**src/rtl/vga_pkg.sv**
```systemverilog
// Shared definitions for the spectrum-bar VGA renderer: active resolution,
// swap-control states and the RGB triple.
package vga_pkg;

  localparam int H_ACT = 640;
  localparam int V_ACT = 480;

  typedef enum logic [1:0] {
    S_IDLE    = 2'd0,
    S_PENDING = 2'd1,
    S_SWAP    = 2'd2
  } bar_state_t;

  typedef struct packed {
    logic [7:0] r;
    logic [7:0] g;
    logic [7:0] b;
  } rgb_t;

endpackage

```
**src/rtl/bar_table.sv**
```systemverilog
// Two banks of N_BARS magnitude registers: one write port, one combinational
// read port, each with its own bank select. Out-of-range indices never match.
module bar_table #(
  parameter int N_BARS = 16,
  parameter int MAG_W  = 9,
  parameter int IDX_W  = 4
) (
  input  logic             i_clk,
  input  logic             i_rst_n,
  input  logic             i_we,
  input  logic             i_wr_bank,
  input  logic [IDX_W-1:0] i_wr_idx,
  input  logic [MAG_W-1:0] i_wr_mag,
  input  logic             i_rd_bank,
  input  logic [IDX_W-1:0] i_rd_idx,
  output logic [MAG_W-1:0] o_rd_mag
);

  logic [MAG_W-1:0] mem [2][N_BARS];

  always_ff @(posedge i_clk or negedge i_rst_n) begin
    if (!i_rst_n) begin
      for (int b = 0; b < 2; b++) begin
        for (int i = 0; i < N_BARS; i++) begin
          mem[b][i] <= '0;
        end
      end
    end else if (i_we) begin
      for (int b = 0; b < 2; b++) begin
        for (int i = 0; i < N_BARS; i++) begin
          if (i_wr_bank == 1'(b) && i_wr_idx == IDX_W'(i)) begin
            mem[b][i] <= i_wr_mag;
          end
        end
      end
    end
  end

  always_comb begin
    o_rd_mag = '0;
    for (int b = 0; b < 2; b++) begin
      for (int i = 0; i < N_BARS; i++) begin
        if (i_rd_bank == 1'(b) && i_rd_idx == IDX_W'(i)) begin
          o_rd_mag = mem[b][i];
        end
      end
    end
  end

endmodule

```
**src/rtl/vga_bar_renderer.sv**
```systemverilog
// Spectrum-bar renderer: double-buffered bar heights swapped at frame end,
// and a fixed two-stage pixel pipeline from (x, y, blank_n) to RGB.
module vga_bar_renderer #(
  parameter int N_BARS  = 16,
  parameter int BAR_W   = 40,
  parameter int BAR_GAP = 4,
  parameter int H_ACT   = vga_pkg::H_ACT,
  parameter int V_ACT   = vga_pkg::V_ACT,
  parameter int MAG_W   = 9,
  parameter int IDX_W   = 4
) (
  input  logic             i_clk,
  input  logic             i_rst_n,
  input  logic             i_bar_valid,
  output logic             o_bar_ready,
  input  logic [IDX_W-1:0] i_bar_idx,
  input  logic [MAG_W-1:0] i_bar_mag,
  input  logic             i_frame_done,
  input  logic [10:0]      i_vga_x,
  input  logic [10:0]      i_vga_y,
  input  logic             i_vga_blank_n,
  output logic [7:0]       o_vga_r,
  output logic [7:0]       o_vga_g,
  output logic [7:0]       o_vga_b,
  output logic             o_swap_done
);

  import vga_pkg::*;

  localparam int               COL_W    = $clog2(BAR_W);
  localparam logic [COL_W-1:0] LIT_COLS = COL_W'(BAR_W - BAR_GAP);
  localparam logic [MAG_W-1:0] MAG_MAX  = MAG_W'(V_ACT);
  localparam logic [IDX_W:0]   N_BARS_X = (IDX_W + 1)'(N_BARS);

  function automatic logic [MAG_W-1:0] sat_mag(input logic [MAG_W-1:0] m);
    return (m > MAG_MAX) ? MAG_MAX : m;
  endfunction

  function automatic rgb_t bar_colour(input logic signed [11:0] h);
    rgb_t c;
    c.r = h[8:1];
    c.g = 8'hFF - h[8:1];
    c.b = 8'h40;
    return c;
  endfunction

  bar_state_t state;
  logic       buf_sel;
  logic       frame_end;
  logic       wr_hit;

  assign frame_end = i_vga_blank_n && (i_vga_x == 11'(H_ACT - 1))
                     && (i_vga_y == 11'(V_ACT - 1));
  assign wr_hit    = i_bar_valid && o_bar_ready && ({1'b0, i_bar_idx} < N_BARS_X);

  // Swap control: ready and swap pulse are registered off the next state.
  always_ff @(posedge i_clk or negedge i_rst_n) begin
    if (!i_rst_n) begin
      state       <= S_IDLE;
      buf_sel     <= 1'b0;
      o_bar_ready <= 1'b0;
      o_swap_done <= 1'b0;
    end else begin
      o_swap_done <= 1'b0;
      case (state)
        S_IDLE: begin
          o_bar_ready <= 1'b1;
          if (i_frame_done) begin
            state       <= S_PENDING;
            o_bar_ready <= 1'b0;
          end
        end
        S_PENDING: begin
          if (frame_end) begin
            state       <= S_SWAP;
            buf_sel     <= ~buf_sel;
            o_swap_done <= 1'b1;
          end
        end
        S_SWAP: begin
          state       <= S_IDLE;
          o_bar_ready <= 1'b1;
        end
        default: begin
          state       <= S_IDLE;
          o_bar_ready <= 1'b0;
        end
      endcase
    end
  end

  logic             vld_p1;
  logic [IDX_W-1:0] bar_p1;
  logic [COL_W-1:0] col_p1;
  logic signed [11:0] h_p1;
  logic             bank_p1;
  logic [MAG_W-1:0] rd_mag;
  logic             lit;
  rgb_t             rgb_p2;

  bar_table #(
    .N_BARS (N_BARS),
    .MAG_W  (MAG_W),
    .IDX_W  (IDX_W)
  ) u_table (
    .i_clk     (i_clk),
    .i_rst_n   (i_rst_n),
    .i_we      (wr_hit),
    .i_wr_bank (~buf_sel),
    .i_wr_idx  (i_bar_idx),
    .i_wr_mag  (sat_mag(i_bar_mag)),
    .i_rd_bank (bank_p1),
    .i_rd_idx  (bar_p1),
    .o_rd_mag  (rd_mag)
  );

  // Stage 1: bar index, column within pitch, height above bottom row, bank.
  always_ff @(posedge i_clk or negedge i_rst_n) begin
    if (!i_rst_n) begin
      vld_p1  <= 1'b0;
      bar_p1  <= '0;
      col_p1  <= '0;
      h_p1    <= '0;
      bank_p1 <= 1'b0;
    end else begin
      vld_p1  <= i_vga_blank_n;
      bar_p1  <= IDX_W'(i_vga_x / BAR_W);
      col_p1  <= COL_W'(i_vga_x % BAR_W);
      h_p1    <= $signed(12'(V_ACT - 1)) - $signed({1'b0, i_vga_y});
      bank_p1 <= buf_sel;
    end
  end

  assign lit = vld_p1 && (col_p1 < LIT_COLS) && !h_p1[11]
               && (h_p1 < $signed({{(12 - MAG_W){1'b0}}, rd_mag}));

  // Stage 2: front-table lookup and colour.
  always_ff @(posedge i_clk or negedge i_rst_n) begin
    if (!i_rst_n) begin
      rgb_p2 <= '0;
    end else begin
      rgb_p2 <= lit ? bar_colour(h_p1) : '0;
    end
  end

  assign o_vga_r = rgb_p2.r;
  assign o_vga_g = rgb_p2.g;
  assign o_vga_b = rgb_p2.b;

endmodule

```
**config.mk**
```make
export PLATFORM = sky130hd
export DESIGN_NAME = vga_bar_renderer
export DESIGN_NICKNAME = d
export VERILOG_FILES = /design/src/rtl/vga_pkg.sv /design/src/rtl/bar_table.sv /design/src/rtl/vga_bar_renderer.sv
export SDC_FILE = /design/constraint.sdc
export NUM_CORES = 1
export LEC_CHECK = 0
export BUFFER_PORTS_ARGS = -buffer_cell sky130_fd_sc_hd__buf_2
export CORE_UTILIZATION = 40
export DETAILED_ROUTE_END_ITERATION = 6
export GPL_TIMING_DRIVEN = 0
export PLACE_DENSITY = 0.6
export SETUP_SLACK_MARGIN = 0.3
export SLEW_MARGIN = 25
export SYNTH_ARGS = -nofsm -noshare
export SYNTH_HDL_FRONTEND = slang
export SYNTH_SLANG_ARGS = --single-unit
```
**constraint.sdc**
```tcl
create_clock -name i_clk -period 7.8 [get_ports i_clk]
set_input_delay 0 -clock i_clk [delete_from_list [all_inputs] [get_ports i_clk]]
set_output_delay 0 -clock i_clk [all_outputs]
set_load 0.005 [all_outputs]
```
==> run_results.csv <==
group,metric,value,unit
outcome,status,"complete, no violations",
clocking,cts.repair.resized,0,
setup_path,endpoint_kind,"flop",
clocking,post-cts-setup-buffer-count,0,
route,vias,12910,
route,drc_errors,0,
die,rows,73,
timing,rsz0062_at_grt,"no",
layout,nFillCells,3747,
power,leakagePower,8.806,nW
layout,drive_gt1_share,26.42,%
yosys,synthArstFlopShare,100.0,%
yosys,synth_area_per_cell,11.11,µm²
clocking,clk_latency,550,ps
yosys,ys_warn_count,0,
timing,finalHoldViolations,0,
route,drt-total-wl,53540,µm
yosys,syn_area,0.01646,mm²
power,peakVddDrop,0.1688,mV
run,maxCapViolCount,0,
die,core,0.04019,mm²
timing,hold_ws,26.15,ps
worst_hold_path,hold_start,"i_vga_x[10]",
die,fp.dieH,204.8,µm
die,initial_core_util,40.95,%
yosys,synth_area_leaders,"dfrtp_1 50%, mux2_2 17%, o21ai_0 3.7%",
timing,fin_tns_setup,0,ps
place,portBuffers,55,
setup_path,path_max_fanout,10,
yosys,synth_seq_area_share,50.49,%
yosys,yosysUniqueCellTypes,77,
route,wl_per_cell,24.61,µm
clocking,cts_max_path_buffers,3,
layout,nets,1675,
timing,worst_pin_slew,1083,ps
global_route,grt_max_degree,86,
place,dp_hpwl,37350,µm
layout,multi_input_area,0.007687,mm²
setup_path,startpoint,"bar_p1[1]$_DFF_PN0_",
global_route,grt_pass1_wl,81990,µm
die,die_w,204.8,µm
timing,relSlewSlack,27.82,%
clocking,numCtsBuffers,37,
clocking,clk_pin_slew,60,ps
yosys,synth_ff_type,"dfrtp_1",
layout,diodes,0,
setup_path,worstSetupPathType,"flop to flop",
setup_path,start_kind,"flop",
yosys,synth_top_cell_area_share,50.49,%
setup_path,worstPathRequired,8260,ps
clocking,cts_tree,"yes",
global_route,antenna_found_initial,0,
timing,fmax,145.8,MHz
global_route,grt_usage,26.23,%
place,routabilityCongestion,0.9078,
layout,seqCellArea,0.008308,mm²
die,ios,66,
timing,min_period,6857,ps
setup_path,r2r-start,"bar_p1[1]$_DFF_PN0_",
die,die_area,0.04196,mm²
clocking,cts_root_buffer,"clkbuf_16",
setup_path,cp.arrival,7320,ps
route,drt_first_pass_iters,7,
global_route,grt_pass1_vias,13020,
timing,layout_worst_path_cycle_share,87.91,%
timing,drv_slew,0,
worst_hold_path,holdCritPathClass,"input pin to flop",
power,p_per_area,254.4,mW/mm²
yosys,ys_seq_elements,332,
timing,setup_viol_count_final,0,
yosys,synth-edff-count,0,
clocking,cts.sink_count,332,
route,detail-route-antenna-nets,0,
layout,area_delta_synth_final,16.83,%
route,routed_via_density,5.937,
yosys,post-synth-top-area-cell,"dfrtp_1",
clocking,htreeDepth,2,
clocking,hold_buffers,35,
route,drt_first_iter_violations,1323,
yosys,synthCells,1481,
timing,finalClockSkew,20.70,ps
global_route,grt_overflow,0,
[stage by stage]
stage / cells / power [mW] / setup slack [ps] / utilization (%) / area [µm²]
after floorplan: 1487 / 2.655 / 3467 / - / 16480
after CTS: 2175 / 4.890 / 1129 / 47.82 / 19220
after global placement: 2067 / 3.043 / 259.7 / 43.32 / 17410
final: 2175 / 4.891 / 942.7 / 47.84 / 19220
after detailed placement: 2075 / 3.068 / 1198 / 43.80 / 17600
after global routing: 2175 / 5.068 / 595.0 / 47.84 / 19220
[cell usage in the layout (no fill, tap or decap), types with 8 or more instances in the layout]
cell,instances
nor2b_1,12
buf_4,12
mux4_2,13
clkbuf_1,81
nand3_1,24
clkbuf_16,39
mux2_2,246
o221ai_1,13
a22oi_1,8
buf_2,66
o22ai_1,24
nor3_1,19
o211ai_1,9
a21oi_1,73
and3_1,11
mux2i_1,39
nor2_2,10
dlygate4sd3_1,34
nand2b_1,9
a221oi_1,12
a31oi_1,9
inv_1,21
nand2_1,121
and2_1,8
nand4_1,15
clkbuf_8,10
o31ai_1,11
nor2_1,78
buf_1,11
dfrtp_1,332
o21ai_0,121
ha_1,11
a21o_1,9
[kinds of logic after synthesis]
group / count (synthesis) / share of synthesized area, %
other cells: 1 / 0.02279
simple gates: 348 / 9.991
fa+ha+maj: 14 / 1.026
mux: 299 / 21.08
compound gates: 349 / 13.63
flops: 332 / 50.49
xor+xnor: 10 / 0.5323
buf+inv: 128 / 3.239
[power by group]
| part | total [mW] | switching (mW) | internal [mW] |
|---|---|---|---|
| Sequential | 2.01 | 0.105 | 1.91 |
| Clock | 1.81 | 0.734 | 1.07 |
| Combinational | 1.07 | 0.684 | 0.385 |
[cell usage after synthesis, types with 3 or more instances]
| cell | instances |
|---|---|
| nand2_1 | 121 |
| mux2_2 | 246 |
| o31ai_1 | 11 |
| buf_4 | 8 |
| a32oi_1 | 4 |
| o211a_1 | 3 |
| and3_1 | 11 |
| a211o_1 | 4 |
| nor2_1 | 88 |
| nor4b_1 | 7 |
| nand2b_1 | 9 |
| o21ai_0 | 121 |
| o221ai_1 | 13 |
| a21o_1 | 9 |
| nand4_1 | 15 |
| o211ai_1 | 9 |
| a221oi_1 | 12 |
| clkbuf_1 | 75 |
| o32ai_1 | 7 |
| dfrtp_1 | 332 |
| o21a_1 | 5 |
| buf_1 | 11 |
| nor3_1 | 23 |
| a21oi_1 | 73 |
| nor3b_1 | 4 |
| a211oi_1 | 5 |
| nor2b_1 | 12 |
| a22oi_1 | 8 |
| nand3_1 | 24 |
| or3_1 | 3 |
| mux2i_1 | 39 |
| nor4_1 | 7 |
| a222oi_1 | 3 |
| and2_1 | 8 |
| xnor2_1 | 7 |
| ha_1 | 11 |
| inv_1 | 21 |
| nand3b_1 | 3 |
| o2111ai_1 | 3 |
| a31oi_1 | 9 |
| and4_1 | 3 |
| buf_2 | 12 |
| o22ai_1 | 24 |
| mux4_2 | 13 |
| xor2_1 | 3 |
[worst max-delay path, cell delays in order (launching register included)]
cell and delay, ps:
dfrtp_1 320, clkbuf_1 510, clkbuf_1 550, clkbuf_1 670
buf_1 720, clkbuf_1 560, clkbuf_1 550, clkbuf_1 510
o32ai_1 180, o31ai_1 400, ha_1 330, a21o_1 180
a21o_1 170, a21oi_1 130, nor2b_1 60, buf_1 200
nor3_1 310, nand2_1 260, nor2_1 150
[layout make-up]
cell class | instances | share of cell area, %
tap | 525 | 3.417
buffer | 107 | 2.363
clock buffer | 55 | 5.910
multi-input combinational | 1027 | 39.99
inverter | 21 | 0.4100
timing repair buffer | 98 | 4.126
sequential | 332 | 43.22
clock inverter | 10 | 0.5727
[worst paths after layout]
kind                                           endpoint  slack (ps)  cells past startpoint
min reg2reg                           bank_p1$_DFF_PN0_         360                      0
max                                o_vga_g[3]$_DFF_PN0_         940                     18
min                                 bar_p1[3]$_DFF_PN0_          30                      4
max reg2reg                        o_vga_g[3]$_DFF_PN0_         940                     18
max in group asynchronous    u_table.mem[7]$_DFFE_PN0P_        6980                      4
min in group asynchronous  u_table.mem[214]$_DFFE_PN0P_          50                      3
[sequential cells by signal, summed over array words and instances, names as in the netlist, 2 cells and up]
name         count
o_vga_r          8
col_p1           4
state            2
u_table.mem    288
h_p1            12
o_vga_g          8
bar_p1           4
[metal layers]
layer,vias to the layer above,track usage (%),share of wire (%)
met5,-,0,0
met4,0,10.02,3.6
met3,113,4.725,7.8
met2,577,41.06,45
met1,6508,36.04,43
li1,5715,-,-
Note: power is estimated with default switching activity, not from simulation.
